`config.mk`:
```
export PLATFORM = sky130hd
export DESIGN_NAME = program_counter_flat
export DESIGN_NICKNAME = d
export VERILOG_FILES = /design/src/rtl/program_counter_pkg.sv /design/src/rtl/program_counter_if.sv /design/src/rtl/program_counter_bit_cell.sv /design/src/rtl/program_counter.sv /design/src/flat_wrapper.sv
export SDC_FILE = /design/constraint.sdc
export NUM_CORES = 1
export LEC_CHECK = 0
export ABC_AREA = 1
export BUFFER_PORTS_ARGS = -buffer_cell sky130_fd_sc_hd__buf_2
export CORE_UTILIZATION = 48
export CTS_BUF_LIST = sky130_fd_sc_hd__clkbuf_8
export DETAILED_ROUTE_END_ITERATION = 6
export PLACE_DENSITY = 0.89
export SYNTH_ARGS = -nofsm -noshare
export SYNTH_HDL_FRONTEND = slang
export SYNTH_SLANG_ARGS = --single-unit
export TNS_END_PERCENT = 50
```
`constraint.sdc`:
```
create_clock -name clk -period 2.4 [get_ports clk]
set_clock_uncertainty 0.2 [all_clocks]
set_input_delay 0.36 -clock clk [delete_from_list [all_inputs] [get_ports clk]]
set_output_delay 0.36 -clock clk [all_outputs]
set_load 0.05 [all_outputs]
```
`src/rtl/program_counter_pkg.sv`:
```
// Shared constants, select/state encodings and next-PC select decode for the fetch-address register.
package program_counter_pkg;

    localparam int unsigned PC_WIDTH = 8;
    localparam int unsigned PC_STEP  = 1;
    localparam logic [PC_WIDTH-1:0] PC_RESET_VECTOR = 8'h00;

    typedef enum logic [1:0] {
        SEL_INC  = 2'd0,
        SEL_HOLD = 2'd1,
        SEL_BR   = 2'd2
    } pc_sel_e;

    typedef enum logic {
        ST_BOOT = 1'b0,
        ST_RUN  = 1'b1
    } pc_state_e;

    // Branch beats stall; BOOT ignores both so the first fetch is the reset vector.
    function automatic pc_sel_e pc_select(pc_state_e state, logic stall, logic br_en);
        pc_sel_e sel;
        sel = SEL_INC;
        if (state == ST_BOOT) begin
            sel = SEL_HOLD;
        end else if (br_en) begin
            sel = SEL_BR;
        end else if (stall) begin
            sel = SEL_HOLD;
        end
        return sel;
    endfunction

endpackage

```
`src/rtl/program_counter_if.sv`:
```
// Fetch-control bus: the master drives stall/branch requests, the slave returns the fetch address.
interface program_counter_if
    import program_counter_pkg::*;
#(
    parameter int unsigned WIDTH = PC_WIDTH
);
    logic             stall;
    logic             br_en;
    logic [WIDTH-1:0] br_target;
    logic [WIDTH-1:0] pc;
    logic [WIDTH-1:0] pc_plus;
    logic             pc_valid;

    modport master (
        output stall,
        output br_en,
        output br_target,
        input  pc,
        input  pc_plus,
        input  pc_valid
    );

    modport slave (
        input  stall,
        input  br_en,
        input  br_target,
        output pc,
        output pc_plus,
        output pc_valid
    );
endinterface

```
`src/rtl/program_counter_bit_cell.sv`:
```
// One PC bit: 3:1 select mux into a rising-edge flop whose async init value is RV_BIT.
module program_counter_bit_cell
    import program_counter_pkg::*;
#(
    parameter bit RV_BIT = 1'b0
) (
    input  logic    clk,
    input  logic    rst_n,
    input  pc_sel_e sel,
    input  logic    d_inc,
    input  logic    d_br,
    output logic    q
);

    logic d;

    always_comb begin
        d = q;
        case (sel)
            SEL_INC: d = d_inc;
            SEL_BR:  d = d_br;
            default: d = q;
        endcase
    end

    always_ff @(posedge clk or negedge rst_n) begin
        if (!rst_n) begin
            q <= RV_BIT;
        end else begin
            q <= d;
        end
    end

endmodule

```
`src/rtl/program_counter.sv`:
```
// Fetch-address register: BOOT/RUN state cell, select decode, half-adder STEP incrementer, per-bit cells.
module program_counter
    import program_counter_pkg::*;
#(
    parameter int unsigned       WIDTH        = PC_WIDTH,
    parameter int unsigned       STEP         = PC_STEP,
    parameter logic [WIDTH-1:0]  RESET_VECTOR = WIDTH'(PC_RESET_VECTOR)
) (
    input  logic              clk,
    input  logic              rst_n,
    program_counter_if.slave  bus
);

    localparam int unsigned STEP_LSB = $clog2(STEP);

    pc_state_e        state;
    logic             pc_valid_q;
    pc_sel_e          sel;
    logic [WIDTH-1:0] pc_q;
    logic [WIDTH-1:0] pc_inc;
    logic [WIDTH-1:0] carry;

    // BOOT lasts exactly one edge after reset release; RUN is sticky until reset.
    always_ff @(posedge clk or negedge rst_n) begin
        if (!rst_n) begin
            state      <= ST_BOOT;
            pc_valid_q <= 1'b0;
        end else begin
            state      <= ST_RUN;
            pc_valid_q <= 1'b1;
        end
    end

    assign sel = pc_select(state, bus.stall, bus.br_en);

    // Bits below STEP_LSB pass through; the chain starts with a forced carry at STEP_LSB.
    for (genvar i = 0; i < int'(WIDTH); i++) begin : g_inc
        if (i == int'(STEP_LSB)) begin : g_seed
            assign carry[i] = 1'b1;
        end else if (i == 0) begin : g_zero
            assign carry[i] = 1'b0;
        end else begin : g_chain
            assign carry[i] = pc_q[i-1] & carry[i-1];
        end
        assign pc_inc[i] = pc_q[i] ^ carry[i];
    end

    for (genvar i = 0; i < int'(WIDTH); i++) begin : g_bit
        program_counter_bit_cell #(
            .RV_BIT (RESET_VECTOR[i])
        ) u_bit (
            .clk   (clk),
            .rst_n (rst_n),
            .sel   (sel),
            .d_inc (pc_inc[i]),
            .d_br  (bus.br_target[i]),
            .q     (pc_q[i])
        );
    end

    assign bus.pc       = pc_q;
    assign bus.pc_plus  = pc_inc;
    assign bus.pc_valid = pc_valid_q;

endmodule

```
`src/flat_wrapper.sv`:
```
// flat-port wrapper written by rule: the top's interface ports become plain ports
module program_counter_flat import program_counter_pkg::*;
#(
    parameter int unsigned       WIDTH        = PC_WIDTH,
    parameter int unsigned       STEP         = PC_STEP,
    parameter logic [WIDTH-1:0]  RESET_VECTOR = WIDTH'(PC_RESET_VECTOR)
)
  (clk, rst_n, bus_stall, bus_br_en, bus_br_target, bus_pc, bus_pc_plus, bus_pc_valid);
  program_counter_if #(.WIDTH(WIDTH)) bus_i ();
  input  logic clk;
  input  logic rst_n;
  input wire logic [$bits(bus_i.stall)-1:0] bus_stall;
  input wire logic [$bits(bus_i.br_en)-1:0] bus_br_en;
  input wire logic [$bits(bus_i.br_target)-1:0] bus_br_target;
  output wire logic [$bits(bus_i.pc)-1:0] bus_pc;
  output wire logic [$bits(bus_i.pc_plus)-1:0] bus_pc_plus;
  output wire logic [$bits(bus_i.pc_valid)-1:0] bus_pc_valid;
  assign bus_i.stall = bus_stall;
  assign bus_i.br_en = bus_br_en;
  assign bus_i.br_target = bus_br_target;
  assign bus_pc = bus_i.pc;
  assign bus_pc_plus = bus_i.pc_plus;
  assign bus_pc_valid = bus_i.pc_valid;
  program_counter #(.WIDTH(WIDTH), .STEP(STEP), .RESET_VECTOR(RESET_VECTOR)) u_core (.clk(clk), .rst_n(rst_n), .bus(bus_i));
endmodule
```
==> flow_summary.yaml <==
synth:
  synth_top_area_share_pct: 34.4
  synth_area_um2: 656
  syn-num-nets: 110
  synth.area.top_cells: "dfrtp_1 (34%), nand2_1 (28%), buf_4 (18%), ha_1 (11%), inv_1 (2.3%)"
  synth_seq_cells: 9
  synth_top_area_cell: "dfrtp_1"
  yosysWarnings: 0
  synth_seq_area_share_pct: 34.4
  synth_cell_types: 10
  avgSynthCellArea_um2: 7.13
  synthCells: 92
drt:
  drtIter0Drc: 13
  via_per_inst: 4.80
  final_antenna_net_count: 0
  first_pass_iters: 4
  drc: 0
  wl_um: 1560
  via_count: 629
  wl_per_cell_um: 11.9
timing:
  hold_slack_ns: 0.214
  setup_ws_ns: -0.0675
  drv_slew: 0
  min_period_over_period_pct: 103
  max_freq_mhz: 405
  setup_viol: 1
  fin_crit_ns: 2.47
  finalHoldViolations: 0
  rsz0062_at_grt: "true"
placement:
  hpwl_um: 953
  gp_congestion: 0.708
  port_buffers: 28
worst_setup_path:
  end_kind: "output port"
  critical_path_peak_fanout: 2
  startpoint_type: "flip-flop"
  reg2reg_to: "u_core.g_bit[7].u_bit.q"
  critical_path_arrival_ns: 1.91
  criticalPathCategory: "flip-flop to output port"
  startpoint: "u_core.g_bit[1].u_bit.q"
  r2r-start: "u_core.g_bit[1].u_bit.q"
  cp-endpoint: "bus_pc_plus[7]"
  rrSetupSlack_ns: 0.02
  ff2ff_path_depth: 15
  critPathRequiredTime_ns: 1.84
cells_and_area:
  fill_cells: 93
  nets: 136
  final_common_cell: "nand2_1"
  diodes: 0
  post-route-util_pct: 75.7
  drive_gt1_share_pct: 44.4
  areaGrowthSynthToFinish_pct: 37.0
  final_cell_mix: "nand2_1 (47), buf_2 (26), dfrtp_1 (9)"
floorplan:
  core-area_um2: 1190
  rows: 12
  fp.dieArea_um2: 1520
  die_w_um: 39.0
  pin_count: 29
  die_y_um: 39.0
  initial_core_util_pct: 55.3
clock_tree:
  numCtsBuffers: 3
  cts_root_buf: "clkbuf_8"
  htree_num_levels: 1
  cts_buffer_depth: 2
  clk_pin_slew_ns: 0.05
  clock-sinks: 9
  clock_latency_ns: 0.23
  cts_tree: "done"
global_routing:
  grt.busiest_layer: "met2"
  track_usage_pct: 25.9
  grt-ovfl-total: 0
  grt_max_degree: 11
  grt_first_pass_wirelength_um: 2500
  antenna_found_initial: 0
  use_met3_pct: 8.09
  globalRouteMet2Util_pct: 48.8
  grt_use_met1_pct: 24.8
  grt_pass1_vias: 619
run_status:
  outcome: "complete, but fails checks"
  violations: "setup timing"
power_and_ir_drop:
  p_leak_uw: 0.000536
  ir_drop_v: 0.000628
  p_per_area_nw_per_um2: 1030
run:
  drv_cap: 0
min_path:
  hp-class: "input port to flip-flop"
## worst min path at each step
stage                           startpoint                      end  cells after the start
after floorplan                      rst_n  u_core.g_bit[0].u_bit.q                      0
after global placement               rst_n  u_core.g_bit[4].u_bit.q                      1
after detailed placement             rst_n  u_core.g_bit[4].u_bit.q                      1
after CTS                 bus_br_target[4]  u_core.g_bit[4].u_bit.q                      5
after global routing      bus_br_target[4]  u_core.g_bit[4].u_bit.q                      5
final                     bus_br_target[4]  u_core.g_bit[4].u_bit.q                      5
## timing repair
item | CTS | global route
buffers inserted | 5 | 0
hold buffers | 1 | 0
endpoints found under the hold margin | 9 | 0
setup endpoints to repair | 3 | 4
gates resized for setup | 18 | 2
pin swaps | 2 | 3
cloned | 0 | 0
## state kept, by name, summed over array words and instances (netlist names)
name	flops
u_core.g_bit.u_bit.q	8
u_core.state	1
## cell usage after synthesis
library cell / n
nand2_1: 49
buf_4: 16
dfrtp_1: 9
ha_1: 6
inv_1: 4
inv_2: 2
nand2_2: 2
nor2_1: 2
conb_1: 1
nand3_1: 1
## layer usage
layer,wire length [µm],vias up
met5,0,-
met4,31,0
met1,587,287
met3,79,4
met2,864,26
li1,-,312
## logic make-up (layout without fill, tap and decap cells)
logic type               after synthesis  in the layout  synth area share (%)
adder cells (fa/ha/maj)                6              6                  11.5
flip-flops                             9              9                  34.4
buffers and inverters                 22             47                  21.8
other                                  1              1                 0.572
AND/OR/NAND/NOR                       54             54                  31.9
## metrics by stage
step	setup slack [ns]	instances	area, µm²	TNS (ns)	total power [µW]
2_1_floorplan	0.0716	92	656	0	661
5_1_grt	-0.116	131	898	-0.231	982
4_1_cts	-0.0300	131	891	-0.0300	915
3_5_place_dp	-0.0455	121	716	-0.0455	676
6_report	-0.0675	131	898	-0.0675	929
3_3_place_gp	0.00886	121	716	0	671
## report_power, final
| part | total (µW) | switching [µW] | internal, µW |
|---|---|---|---|
| logic | 539 | 373 | 166 |
| registers | 220 | 35.9 | 184 |
| clock network | 170 | 59.0 | 111 |
| total | 929 | 468 | 461 |
## layout make-up
class                   count  area, µm²  area share, %
clock buffers               3       41.3           4.60
clock inverters             1       3.75          0.418
inverters                   6       22.5           2.51
multi-input cells          61        358           39.8
flip-flops and latches      9        225           25.1
well taps                  14       17.5           1.95
repair buffers             37        230           25.6
## worst max-delay path, cell delays in order, from the launching register on
cell and delay (ns):
dfrtp_1 0.38, ha_2 0.20, ha_4 0.16, ha_4 0.16, ha_4 0.15, ha_4 0.15, ha_4 0.15, inv_2 0.04
nand2_2 0.06, nand2_2 0.08, buf_8 0.14
Note: power is estimated with default switching activity, not from simulation.
